<file path="src/rtl/uart_buffered.sv">
// Full-duplex UART with transmit and receive FIFOs, compile-time frame format and baud divisor.
// The receiver flags parity, framing and overrun errors in sticky flags that clr_err clears.
module uart_buffered #(
    parameter int DATA_BITS  = 8,
    parameter int BAUD_DIV   = 5208,
    parameter int PARITY     = 0,
    parameter int FIFO_DEPTH = 8
) (
    input  logic                             clk,
    input  logic                             rst,
    input  logic                             RX,
    output logic                             TX,
    input  logic [DATA_BITS-1:0]             tx_data,
    input  logic                             tx_wr,
    output logic                             tx_full,
    output logic [$clog2(FIFO_DEPTH+1)-1:0]  tx_count,
    output logic                             tx_busy,
    output logic [DATA_BITS-1:0]             rx_data,
    output logic                             rx_valid,
    input  logic                             rx_rd,
    output logic [$clog2(FIFO_DEPTH+1)-1:0]  rx_count,
    output logic                             parity_err,
    output logic                             frame_err,
    output logic                             rx_overrun,
    input  logic                             clr_err
);
    localparam int CW = $clog2(FIFO_DEPTH + 1);
    localparam int AW = $clog2(FIFO_DEPTH);
    localparam int BW = $clog2(BAUD_DIV);
    localparam int IW = $clog2(DATA_BITS);
    localparam logic [CW-1:0] DEPTH_C   = CW'(FIFO_DEPTH);
    localparam logic [BW-1:0] BIT_LAST  = BW'(BAUD_DIV - 1);
    localparam logic [BW-1:0] HALF_LAST = BW'(BAUD_DIV / 2 - 1);
    localparam logic [IW-1:0] DATA_LAST = IW'(DATA_BITS - 1);
    localparam logic          PAR_ODD   = (PARITY == 2);
    localparam bit            HAS_PAR   = (PARITY != 0);

    typedef enum logic [2:0] {ST_IDLE, ST_START, ST_DATA, ST_PARITY, ST_STOP} state_t;

    // ---------------- transmit FIFO ----------------
    logic [DATA_BITS-1:0] tx_mem [FIFO_DEPTH];
    logic [AW-1:0]        tx_wptr_reg, tx_rptr_reg;
    logic [CW-1:0]        tx_count_reg;
    logic                 tx_push, tx_pop;
    logic [DATA_BITS-1:0] tx_head;

    state_t               tx_state_reg;
    logic [BW-1:0]        tx_baud_reg;
    logic [IW-1:0]        tx_bit_reg;
    logic [DATA_BITS-1:0] tx_shift_reg;
    logic                 tx_par_reg;
    logic                 tx_line_reg;
    logic                 tx_bit_end;

    assign tx_head    = tx_mem[tx_rptr_reg];
    assign tx_bit_end = (tx_baud_reg == BIT_LAST);
    assign tx_pop     = (tx_count_reg != '0) &&
                        ((tx_state_reg == ST_IDLE) || (tx_state_reg == ST_STOP && tx_bit_end));
    assign tx_push    = tx_wr && ((tx_count_reg != DEPTH_C) || tx_pop);

    always_ff @(posedge clk) begin
        if (tx_push)
            tx_mem[tx_wptr_reg] <= tx_data;
    end

    always_ff @(posedge clk) begin
        if (rst) begin
            tx_wptr_reg  <= '0;
            tx_rptr_reg  <= '0;
            tx_count_reg <= '0;
        end else begin
            if (tx_push)
                tx_wptr_reg <= tx_wptr_reg + 1'b1;
            if (tx_pop)
                tx_rptr_reg <= tx_rptr_reg + 1'b1;
            if (tx_push && !tx_pop)
                tx_count_reg <= tx_count_reg + CW'(1);
            else if (!tx_push && tx_pop)
                tx_count_reg <= tx_count_reg - CW'(1);
        end
    end

    // ---------------- transmit serializer ----------------
    // The line register follows the state one cycle late, so every bit keeps its full width.
    always_ff @(posedge clk) begin
        if (rst) begin
            tx_state_reg <= ST_IDLE;
            tx_baud_reg  <= '0;
            tx_bit_reg   <= '0;
            tx_shift_reg <= '0;
            tx_par_reg   <= 1'b0;
            tx_line_reg  <= 1'b1;
        end else begin
            case (tx_state_reg)
                ST_START:  tx_line_reg <= 1'b0;
                ST_DATA:   tx_line_reg <= tx_shift_reg[0];
                ST_PARITY: tx_line_reg <= tx_par_reg;
                default:   tx_line_reg <= 1'b1;
            endcase

            if (tx_pop) begin
                tx_shift_reg <= tx_head;
                tx_par_reg   <= (^tx_head) ^ PAR_ODD;
                tx_state_reg <= ST_START;
                tx_baud_reg  <= '0;
            end else if (tx_state_reg != ST_IDLE) begin
                if (!tx_bit_end) begin
                    tx_baud_reg <= tx_baud_reg + BW'(1);
                end else begin
                    tx_baud_reg <= '0;
                    case (tx_state_reg)
                        ST_START: begin
                            tx_state_reg <= ST_DATA;
                            tx_bit_reg   <= '0;
                        end
                        ST_DATA: begin
                            tx_shift_reg <= tx_shift_reg >> 1;
                            if (tx_bit_reg == DATA_LAST)
                                tx_state_reg <= HAS_PAR ? ST_PARITY : ST_STOP;
                            else
                                tx_bit_reg <= tx_bit_reg + IW'(1);
                        end
                        ST_PARITY: tx_state_reg <= ST_STOP;
                        default:   tx_state_reg <= ST_IDLE;
                    endcase
                end
            end
        end
    end

    assign TX       = tx_line_reg;
    assign tx_full  = (tx_count_reg == DEPTH_C);
    assign tx_count = tx_count_reg;
    assign tx_busy  = (tx_state_reg != ST_IDLE) || (tx_count_reg != '0);

    // ---------------- receive deserializer ----------------
    logic                 rx_meta_reg, rx_sync_reg, rx_prev_reg;
    state_t               rx_state_reg;
    logic [BW-1:0]        rx_baud_reg;
    logic [IW-1:0]        rx_bit_reg;
    logic [DATA_BITS-1:0] rx_shift_reg;
    logic                 rx_pbit_reg;
    logic                 rx_bit_end, rx_stop_sample, rx_par_ok;
    logic                 rx_good, rx_par_bad, rx_frame_bad;

    assign rx_bit_end     = (rx_baud_reg == BIT_LAST);
    assign rx_stop_sample = (rx_state_reg == ST_STOP) && rx_bit_end;
    assign rx_par_ok      = !HAS_PAR || (rx_pbit_reg == ((^rx_shift_reg) ^ PAR_ODD));
    assign rx_frame_bad   = rx_stop_sample && !rx_sync_reg;
    assign rx_par_bad     = rx_stop_sample && !rx_par_ok;
    assign rx_good        = rx_stop_sample && rx_sync_reg && rx_par_ok;

    always_ff @(posedge clk) begin
        if (rst) begin
            rx_meta_reg  <= 1'b1;
            rx_sync_reg  <= 1'b1;
            rx_prev_reg  <= 1'b1;
            rx_state_reg <= ST_IDLE;
            rx_baud_reg  <= '0;
            rx_bit_reg   <= '0;
            rx_shift_reg <= '0;
            rx_pbit_reg  <= 1'b0;
        end else begin
            rx_meta_reg <= RX;
            rx_sync_reg <= rx_meta_reg;
            rx_prev_reg <= rx_sync_reg;
            case (rx_state_reg)
                ST_IDLE: begin
                    if (rx_prev_reg && !rx_sync_reg) begin
                        rx_state_reg <= ST_START;
                        rx_baud_reg  <= '0;
                    end
                end
                ST_START: begin
                    // Half-bit re-check rejects glitches and centres later samples.
                    if (rx_baud_reg == HALF_LAST) begin
                        rx_baud_reg  <= '0;
                        rx_bit_reg   <= '0;
                        rx_state_reg <= rx_sync_reg ? ST_IDLE : ST_DATA;
                    end else begin
                        rx_baud_reg <= rx_baud_reg + BW'(1);
                    end
                end
                ST_DATA: begin
                    if (rx_bit_end) begin
                        rx_baud_reg  <= '0;
                        rx_shift_reg <= {rx_sync_reg, rx_shift_reg[DATA_BITS-1:1]};
                        if (rx_bit_reg == DATA_LAST)
                            rx_state_reg <= HAS_PAR ? ST_PARITY : ST_STOP;
                        else
                            rx_bit_reg <= rx_bit_reg + IW'(1);
                    end else begin
                        rx_baud_reg <= rx_baud_reg + BW'(1);
                    end
                end
                ST_PARITY: begin
                    if (rx_bit_end) begin
                        rx_baud_reg  <= '0;
                        rx_pbit_reg  <= rx_sync_reg;
                        rx_state_reg <= ST_STOP;
                    end else begin
                        rx_baud_reg <= rx_baud_reg + BW'(1);
                    end
                end
                default: begin
                    if (rx_bit_end) begin
                        rx_baud_reg  <= '0;
                        rx_state_reg <= ST_IDLE;
                    end else begin
                        rx_baud_reg <= rx_baud_reg + BW'(1);
                    end
                end
            endcase
        end
    end

    // ---------------- receive FIFO and error flags ----------------
    logic [DATA_BITS-1:0] rx_mem [FIFO_DEPTH];
    logic [AW-1:0]        rx_wptr_reg, rx_rptr_reg;
    logic [CW-1:0]        rx_count_reg;
    logic                 rx_push, rx_pop;
    logic                 parity_err_reg, frame_err_reg, rx_overrun_reg;

    assign rx_pop  = rx_rd && (rx_count_reg != '0);
    assign rx_push = rx_good && ((rx_count_reg != DEPTH_C) || rx_pop);

    always_ff @(posedge clk) begin
        if (rx_push)
            rx_mem[rx_wptr_reg] <= rx_shift_reg;
    end

    always_ff @(posedge clk) begin
        if (rst) begin
            rx_wptr_reg    <= '0;
            rx_rptr_reg    <= '0;
            rx_count_reg   <= '0;
            parity_err_reg <= 1'b0;
            frame_err_reg  <= 1'b0;
            rx_overrun_reg <= 1'b0;
        end else begin
            if (rx_push)
                rx_wptr_reg <= rx_wptr_reg + 1'b1;
            if (rx_pop)
                rx_rptr_reg <= rx_rptr_reg + 1'b1;
            if (rx_push && !rx_pop)
                rx_count_reg <= rx_count_reg + CW'(1);
            else if (!rx_push && rx_pop)
                rx_count_reg <= rx_count_reg - CW'(1);

            if (rx_par_bad)
                parity_err_reg <= 1'b1;
            else if (clr_err)
                parity_err_reg <= 1'b0;
            if (rx_frame_bad)
                frame_err_reg <= 1'b1;
            else if (clr_err)
                frame_err_reg <= 1'b0;
            if (rx_good && !rx_push)
                rx_overrun_reg <= 1'b1;
            else if (clr_err)
                rx_overrun_reg <= 1'b0;
        end
    end

    assign rx_data    = (rx_count_reg != '0) ? rx_mem[rx_rptr_reg] : '0;
    assign rx_valid   = (rx_count_reg != '0);
    assign rx_count   = rx_count_reg;
    assign parity_err = parity_err_reg;
    assign frame_err  = frame_err_reg;
    assign rx_overrun = rx_overrun_reg;
endmodule
</file>
<file path="config.mk">
export PLATFORM = sky130hd
export DESIGN_NAME = uart_buffered
export DESIGN_NICKNAME = d
export VERILOG_FILES = /design/src/rtl/uart_buffered.sv
export SDC_FILE = /design/constraint.sdc
export NUM_CORES = 1
export LEC_CHECK = 0
export CAP_MARGIN = 15
export CORE_MARGIN = 5
export CORE_UTILIZATION = 41
export DETAILED_ROUTE_END_ITERATION = 16
export PLACE_DENSITY = 0.56
export SYNTH_ARGS = -nofsm -noshare
export SYNTH_HDL_FRONTEND = slang
export SYNTH_SLANG_ARGS = --single-unit
export TNS_END_PERCENT = 30
</file>
<file path="constraint.sdc">
create_clock -name clk -period 4.15 [get_ports clk]
set_clock_uncertainty 0.15 [all_clocks]
set_input_delay 1.0375 -clock clk [delete_from_list [all_inputs] [get_ports clk]]
set_output_delay 1.0375 -clock clk [all_outputs]
set_load 0.02 [all_outputs]
</file>
=== Word-level counts from Yosys, hierarchy flattened ===
Memories as Yosys holds them, arrays and structs flattened. A register that Yosys moved wholly into a read port is not among the register bits.
Cells that the tools add are included.

* Add/subtract/negate cells: 12
* Eq/ne operators: 25
* Multiplexer cells: 45
* Bitwise logic cells: 1
* Reduce and logical (&&, ||, !) cells: 47

{| class="wikitable"
|+ Operators by type and width
! operator !! count
|-
| $mux W13 || 4
|-
| $mux W3 || 15
|-
| $mux W8 || 5
|-
| $add A13 B1 Y13 const B || 2
|-
| $eq A13 B13 Y1 const B || 2
|-
| $pmux W13 S2 || 1
|-
| $add A3 B1 Y3 const B || 6
|-
| $reduce_bool A2 Y1 || 9
|-
| $mux W4 || 4
|-
| $ne A2 B2 Y1 const B || 8
|-
| $logic_and A1 B1 Y1 || 14
|-
| $eq A13 B12 Y1 const B || 1
|-
| $eq A3 B2 Y1 const B || 4
|-
| $eq A3 B3 Y1 const B || 4
|-
| $pmux W3 S2 || 2
|-
| $pmux W3 S4 || 1
|-
| $mux W1 || 10
|-
| $pmux W3 S3 || 1
|-
| $reduce_and A3 Y1 || 3
|-
| $add A4 B1 Y4 const B || 2
|-
| $ne A4 B4 Y1 const B || 2
|-
| $reduce_bool A4 Y1 || 2
|-
| $reduce_xor A8 Y1 || 1
|-
| $sub A4 B1 Y4 const B || 2
|-
| 15 further kinds || 25
|}

* Register bits after elaboration: 81
* RAM bits: 128
* Memories: 2

{| class="wikitable"
|+ Memory list
! memory !! words !! bits a word !! rd ports !! clocked after Yosys merged registers in !! write ports !! line !! text
|-
| rx_mem || 8 || 8 || 1 || 1 || 1 || 218 || <nowiki>logic [DATA_BITS-1:0] rx_mem [FIFO_DEPTH];</nowiki>
|-
| tx_mem || 8 || 8 || 1 || 1 || 1 || 41 || <nowiki>logic [DATA_BITS-1:0] tx_mem [FIFO_DEPTH];</nowiki>
|}

=== Longest topological paths before layout ===
Gate-level depths: netlist of the first run.

* Word-level depth: 10
* Mapped depth: 15

=== Worst setup path after synthesis of the first run ===
Ideal clock, no wire load.

* Path type: register to register
* From: register tx_baud_reg[0]
* To: register tx_count_reg[3], in the netlist tx_count[3]
* Library setup time: 0.070 ns
* Data arrival time: 3.588 ns
* Slack: 0.341 ns
* Cell stages (with the launch flop): 16
* Cells stage by stage: dfxtp_1 -> ha_1 -> or4bb_1 -> or3_1 -> buf_6 -> a2111oi_4 -> inv_4 -> buf_6 -> ha_1 -> inv_1 -> ha_1 -> a21o_1 -> a21oi_1 -> xnor2_1 -> or3_1 -> a21oi_1

* Longest elaborated chain between the ends: 9
* Elaborated cells between the ends (all ways): 12
* Classes of those cells: eq/ne: 1; mux: 1; reduce/logical: 10

{| class="wikitable"
|+ Ends and longest elaborated chain
! what !! line !! text
|-
| start: declaration || 48 || <nowiki>logic [BW-1:0] tx_baud_reg;</nowiki>
|-
| start signal: assignment || 108 || <nowiki>tx_baud_reg <= tx_baud_reg + BW'(1);</nowiki>
|-
| $eq A13 B13 Y1 (*) || 56 || <nowiki>assign tx_bit_end = (tx_baud_reg == BIT_LAST);</nowiki>
|-
| $logic_and A1 B1 Y1 (*) || 58 || <nowiki>((tx_state_reg == ST_IDLE) || (tx_state_reg == ST_STOP && tx_bit_end));</nowiki>
|-
| $logic_or A1 B1 Y1 (*) || 58 ||
|-
| $logic_and A1 B1 Y1 (*) || 57 || <nowiki>assign tx_pop = (tx_count_reg != '0) &&</nowiki>
|-
| $logic_or A1 B1 Y1 || 59 || <nowiki>assign tx_push = tx_wr && ((tx_count_reg != DEPTH_C) || tx_pop);</nowiki>
|-
| $logic_and A1 B1 Y1 || 59 ||
|-
| $logic_not A1 Y1 || 78 || <nowiki>else if (!tx_push && tx_pop)</nowiki>
|-
| $logic_and A1 B1 Y1 || 78 ||
|-
| $reduce_bool A2 Y1 (no source line) || -- ||
|-
| end signal: assignment || 77 || <nowiki>tx_count_reg <= tx_count_reg + CW'(1);</nowiki>
|-
| end signal: assignment || 79 || <nowiki>tx_count_reg <= tx_count_reg - CW'(1);</nowiki>
|-
| end: declaration || 43 || <nowiki>logic [CW-1:0] tx_count_reg;</nowiki>
|}

Mark *: on every way between the ends. The rest lies on a longest branch, timed or not.
A chain may end at the register's enable or synchronous reset.

=== Final worst setup path of the first run ===
Ends and elaborated chain as after synthesis.

==> flow_metrics.tcl, run 1 <==
set metrics [dict create \
    status "completed" \
    grt_max_degree 33 \
    clockRootBuffer "clkbuf_16" \
    start_util_pct 41.2 \
    pwr-share-comb_pct 23.2 \
    drc 0 \
    synth_fp_nets 735 \
    yosys_warnings 0 \
    ys.flop_type "edfxtp_1" \
    seqPwrFrac_pct 42.2 \
    startpoint_type "flop" \
    antenna_cells 0 \
    numClockSinks 215 \
    tightest_slew_ns 0.870 \
    drt-initial-drc-count 319 \
    ioPinCount 37 \
    avgRoutedWirePerCell_um 17.3 \
    synthTopCellsByArea "edfxtp_1 42%, dfxtp_1 19%, mux4_2 7.8%" \
    rows 55 \
    yosysSeqAreaShare_pct 60.4 \
    fp.dieW_um 160 \
    cts_resized 0 \
    htree_levels 1 \
    dieArea_sq_um 25600 \
    fin_setup_tns_ns 0 \
    end_kind "flop" \
    wirelength_mm 18.4 \
    ant_nets 0 \
    grt_pass1_vias 5752 \
    intPower_mw 4.32 \
    crit_required_ns 4.44 \
    synth_top_area_share_pct 41.6 \
    fmax_ghz 0.259 \
    cp_max_fo 17 \
    reg.largest.list "rx_mem (64), tx_mem (64)" \
    drv_cap 0 \
    cts_setup_buffers 0 \
    yosysTopAreaCell "edfxtp_1" \
    area_growth_pct 16.8 \
    io_buffers 35 \
    vdd_drop_max_uv 342 \
    report.final.slew_viol_count 0 \
    cts_tree "yes" \
    synth_cells 703 \
    cts.clk_slew.worst_paths_ns 0.06 \
    p_sw_mw 1.75 \
    cellPowerDensity_nw_per_um2 563 \
    grt_usage_pct 14.3 \
    grt_pass1_wl_mm 29.9 \
    finalCriticalPeriod_ns 3.86 \
    holdWs_ns 0.267 \
    place_hpwl_mm 12.5 \
    drtPass1Iterations 4 \
    p_clk_share_pct 34.5 \
    nNetsFinal 792 \
    worstHoldPathType "flop to flop" \
    setup_viol 0 \
    synthesis.area_sq_um 9240 \
    synthMostInstantiatedCell "edfxtp_1" \
    crit_arrival_ns 4.15 \
    rsz0062_at_grt "no" \
    max_slew_margin_pct 41.9 \
    finalHoldViolCount 0 \
    viasPerCell 5.21 \
    place.gp.congestion 0.786 \
    grt_overflow 0 \
    switching_share_pct 28.9 \
    n_fill_cell 1993 \
    hold_buffers 0 \
    criticalPathCategory "flop to flop" \
    ys_types 55 \
    antenna_found_initial 0 \
    drive_gt1_share_pct 13.8 \
    synth_edf_count 128 \
    vias 5538 \
    avgSynthCellArea_sq_um 13.1 \
    core_area_sq_um 22400 \
    die_h_um 160 \
    async_flop_share_pct 0 \
    ys_top_cells_by_count "128 x edfxtp_1, 101 x nor2_1, 87 x dfxtp_1" \
    leakage_nw 3.69 \
    ys_seq_elements 215 \
    period_share_pct 93.1 \
    clockBufferDepth 3 \
    clk_latency_ns 0.52 \
    cts_made_buffers 24 \
]
[metrics by stage]
step           utilization [%]  setup WS [ns]  instance area [sq um]  power, mW  cells
2_1_floorplan                -          0.341                   9240       3.61    703
3_3_place_gp              44.6          0.301                  10000       4.00   1019
3_5_place_dp              44.6          0.250                  10000       4.05   1019
4_1_cts                   48.1          0.249                  10800       6.18   1063
5_1_grt                   48.1         0.0467                  10800       6.41   1063
6_report                  48.1          0.288                  10800       6.08   1063
[power by group through the flow]
stage          clock, mW  sequential (mW)  combinational [mW]
2_1_floorplan          0             2.55                1.05
3_3_place_gp           0             2.60                1.40
3_5_place_dp           0             2.61                1.43
4_1_cts             2.17             2.57                1.44
5_1_grt             2.26             2.59                1.56
6_report            2.10             2.57                1.41
[final timing paths]
| check | start | to | slack (ns) | depth (start not counted) |
|---|---|---|---|---|
| setup / recovery | tx_baud_reg[0]$_SDFFE_PP0P_ | tx_count[3]$_SDFFE_PP0P_ | 0.29 | 13 |
| setup reg to reg | tx_baud_reg[0]$_SDFFE_PP0P_ | tx_count[3]$_SDFFE_PP0P_ | 0.29 | 13 |
| hold reg to reg | rx_meta_reg$_SDFF_PP1_ | rx_sync_reg$_SDFF_PP1_ | 0.27 | 1 |
| hold / removal | rx_meta_reg$_SDFF_PP1_ | rx_sync_reg$_SDFF_PP1_ | 0.27 | 1 |
[per-layer routing]
layer  routed length (um)  track usage (%)  vias to the layer above
li1                     -                -                     2698
met1                 7940             17.7                     2702
met2                 9260             25.7                      107
met3                  694             2.37                       31
met4                  514             4.61                        0
met5                    0                0                        -
[cell usage in the layout (no fill, tap or decap), drive strengths merged, types with 3 or more instances in the layout]
master	n
a211oi	4
a21oi	20
a221oi	6
a22oi	3
a31oi	3
and3	6
buf	27
bufinv	3
clkbuf	30
clkdlybuf4s50	34
clkinv	7
clkinvlp	3
dfxtp	87
edfxtp	128
ha	16
inv	13
mux2i	41
mux4	32
nand2	36
nand2b	12
nand3	8
nand4	11
nor2	101
nor2b	5
nor3	13
nor3b	4
nor4	7
nor4b	3
o21ai	5
o22ai	4
or2	7
or3	8
xnor2	26
xor2	40
[logic make-up after synthesis]
logic type / share of synthesized area, %
AO/OA/AOI/OAI: 4.45
XOR/XNOR: 6.25
adder cells (fa/ha/maj): 2.60
buffers and inverters: 1.98
flip-flops: 60.4
multiplexers: 12.2
other: 0.0406
AND/OR/NAND/NOR: 12.0
[critical path, cell delays in order (launching register included)]
cell and delay [ns]:
dfxtp_1 0.39, ha_1 0.24, or4bb_1 0.52, or3_1 0.38, a2111oi_4 0.45, inv_4 0.17
ha_1 0.24, inv_1 0.12, ha_1 0.24, a21o_1 0.17, a21oi_1 0.17, xnor2_1 0.09
or3_1 0.31, a21oi_1 0.14
[final cells by class]
type | instances | area, sq um | share of cell area, %
clock buffers | 30 | 623 | 5.77
well taps | 285 | 357 | 3.30
clock inverters | 14 | 168 | 1.55
inverters | 12 | 47.5 | 0.440
flip-flops and latches | 215 | 5590 | 51.7
repair buffers | 61 | 541 | 5.01
multi-input cells | 446 | 3480 | 32.2
Power figures use the tool's default switching activity.
==> run 2, diff against run 1 <==
--- a/config.mk
+++ b/config.mk
@@ -6,10 +6,11 @@
 export NUM_CORES = 1
 export LEC_CHECK = 0
 export CAP_MARGIN = 15
-export CORE_MARGIN = 5
+export CORE_MARGIN = 10
 export CORE_UTILIZATION = 41
 export DETAILED_ROUTE_END_ITERATION = 16
-export PLACE_DENSITY = 0.56
+export DONT_BUFFER_PORTS = 1
+export PLACE_DENSITY = 0.54
 export SYNTH_ARGS = -nofsm -noshare
 export SYNTH_HDL_FRONTEND = slang
 export SYNTH_SLANG_ARGS = --single-unit
==> run 2 against run 1 <==
Compared with the run above:
- total power decreased by 3.7%
- non-clock buffer count is 37 lower
- sequential power about the same
- critical path type unchanged
- largest cell class unchanged
- highest routed layer unchanged
==> flow_metrics.tcl, run 2 (synthesized netlist as in run 1, its figures left out) <==
set metrics [dict create \
    setup_viol 0 \
    worstHoldPathType "flop to flop" \
    crit_required_ns 4.43 \
    finalCriticalPeriod_ns 3.84 \
    cp_max_fo 17 \
    period_share_pct 92.5 \
    routed.top_layer "met4" \
    tightest_slew_ns 0.835 \
    cts.clk_slew.worst_paths_ns 0.06 \
    fin_setup_tns_ns 0 \
    clk_latency_ns 0.51 \
    report.final.slew_viol_count 0 \
    rows 54 \
    antenna_found_initial 0 \
    ioPinCount 37 \
    total_power_mw 5.85 \
    startpoint_type "flop" \
    viasPerCell 5.29 \
    fin_util_pct 47.3 \
    cts_made_buffers 24 \
    avgRoutedWirePerCell_um 17.3 \
    m1WireLength_mm 7.47 \
    final_cell_area_sq_um 10400 \
    place_hpwl_mm 11.8 \
    grt_pass1_wl_mm 29.0 \
    rsz0062_at_grt "no" \
    cp_common_cell "ha_1" \
    wl_met2_mm 8.76 \
    fmax_ghz 0.261 \
    clockRootBuffer "clkbuf_16" \
    dieArea_sq_um 29000 \
    placed_cell_area_sq_um 9650 \
    htree_levels 1 \
    status "completed" \
    critPathBufInv 2 \
    fp.dieW_um 170 \
    wirelength_mm 17.6 \
    drt-initial-drc-count 317 \
    criticalPathCategory "flop to flop" \
    drv_cap 0 \
    finalHoldViolCount 0 \
    die_h_um 170 \
    wl_met3_um 931 \
    cp_top_family "simple AND/OR/NAND/NOR gates" \
    drive_gt1_share_pct 14.2 \
    grt_usage_pct 12.3 \
    cpMaxStageDelayCell "or4bb_1" \
    cts_setup_buffers 0 \
    final_common_cell "edfxtp_1" \
    grt_overflow 0 \
    core_area_sq_um 22000 \
    vias 5403 \
    grt_max_degree 59 \
    end_kind "flop" \
    area_growth_pct 12.7 \
    worstPathCellList "ha_1 > or4bb_1 > or3_1 > a2111oi_4 > inv_4 > ha_1 > inv_1 > ha_1 > a21o_1 > a21oi_1 > xnor2_1 > or3_1 > a21oi_1" \
    numClockSinks 215 \
    vdd_drop_max_uv 449 \
    hold_buffers 0 \
    antenna_cells 0 \
    drc 0 \
    place.gp.congestion 0.814 \
    max_slew_margin_pct 44.2 \
    cpPeakStageDelay_ns 0.51 \
    start_util_pct 42.0 \
    clockBufferDepth 3 \
    io_buffers 0 \
    nNetsFinal 755 \
    reg.largest.list "rx_mem (64), tx_mem (64)" \
    leakage_nw 3.55 \
    grt_pass1_vias 5653 \
    cellPowerDensity_nw_per_um2 562 \
    drtPass1Iterations 5 \
    final_cell_mix "128 x edfxtp_1, 101 x nor2_1, 87 x dfxtp_1" \
    crit_arrival_ns 4.12 \
    cts_tree "yes" \
    ant_nets 0 \
    cts_resized 0 \
]
## run 2: changes by cell type in the layout (fill, tap and decap cells not counted), sizes merged
cell           change
clkbuf             -3
clkinv             +4
inv                -1
bufinv             -1
buf                -3
clkinvlp           +1
clkdlybuf4s50     -34
## run 2: cell type report
class	count	area, sq um
Multi-Input combinational cell	446	3480
Tap cell	280	350
Inverter	12	47.5
Fill cell	1934	11600
Timing Repair Buffer	24	180
Clock inverter	17	140
Sequential cell	215	5590
Clock buffer	27	633
## run 2: per-stage QoR
| step | cells | setup WS [ns] | hold slack [ns] |
|---|---|---|---|
| floorplan | 703 | 0.341 | 0.239 |
| global placement | 977 | 0.409 | 0.251 |
| detailed placement | 977 | 0.319 | 0.253 |
| CTS | 1021 | 0.270 | 0.269 |
| global route | 1021 | 0.0330 | 0.288 |
| finish | 1021 | 0.312 | 0.265 |
## run 2: worst paths after layout
check                                    from                       end  slack, ns  cells past startpoint
setup / recovery  tx_baud_reg[0]$_SDFFE_PP0P_  tx_count[3]$_SDFFE_PP0P_       0.31                     13
hold / removal         rx_meta_reg$_SDFF_PP1_    rx_sync_reg$_SDFF_PP1_       0.26                      1
setup reg to reg  tx_baud_reg[0]$_SDFFE_PP0P_  tx_count[3]$_SDFFE_PP0P_       0.31                     13
hold reg to reg        rx_meta_reg$_SDFF_PP1_    rx_sync_reg$_SDFF_PP1_       0.26                      1
## run 2: report_power, final
| group | total [mW] | leakage [nW] | internal [mW] | switching, mW |
|---|---|---|---|---|
| clock network | 2.04 | 0.366 | 1.22 | 0.821 |
| logic | 1.22 | 1.30 | 0.539 | 0.677 |
| registers | 2.60 | 1.88 | 2.39 | 0.203 |
## run 2: layer usage
metal  GRT usage, %  vias to the layer above
li1               -                     2620
met1           14.5                     2652
met2           21.7                       94
met3           2.73                       37
met4           4.16                        0
met5              0                        -
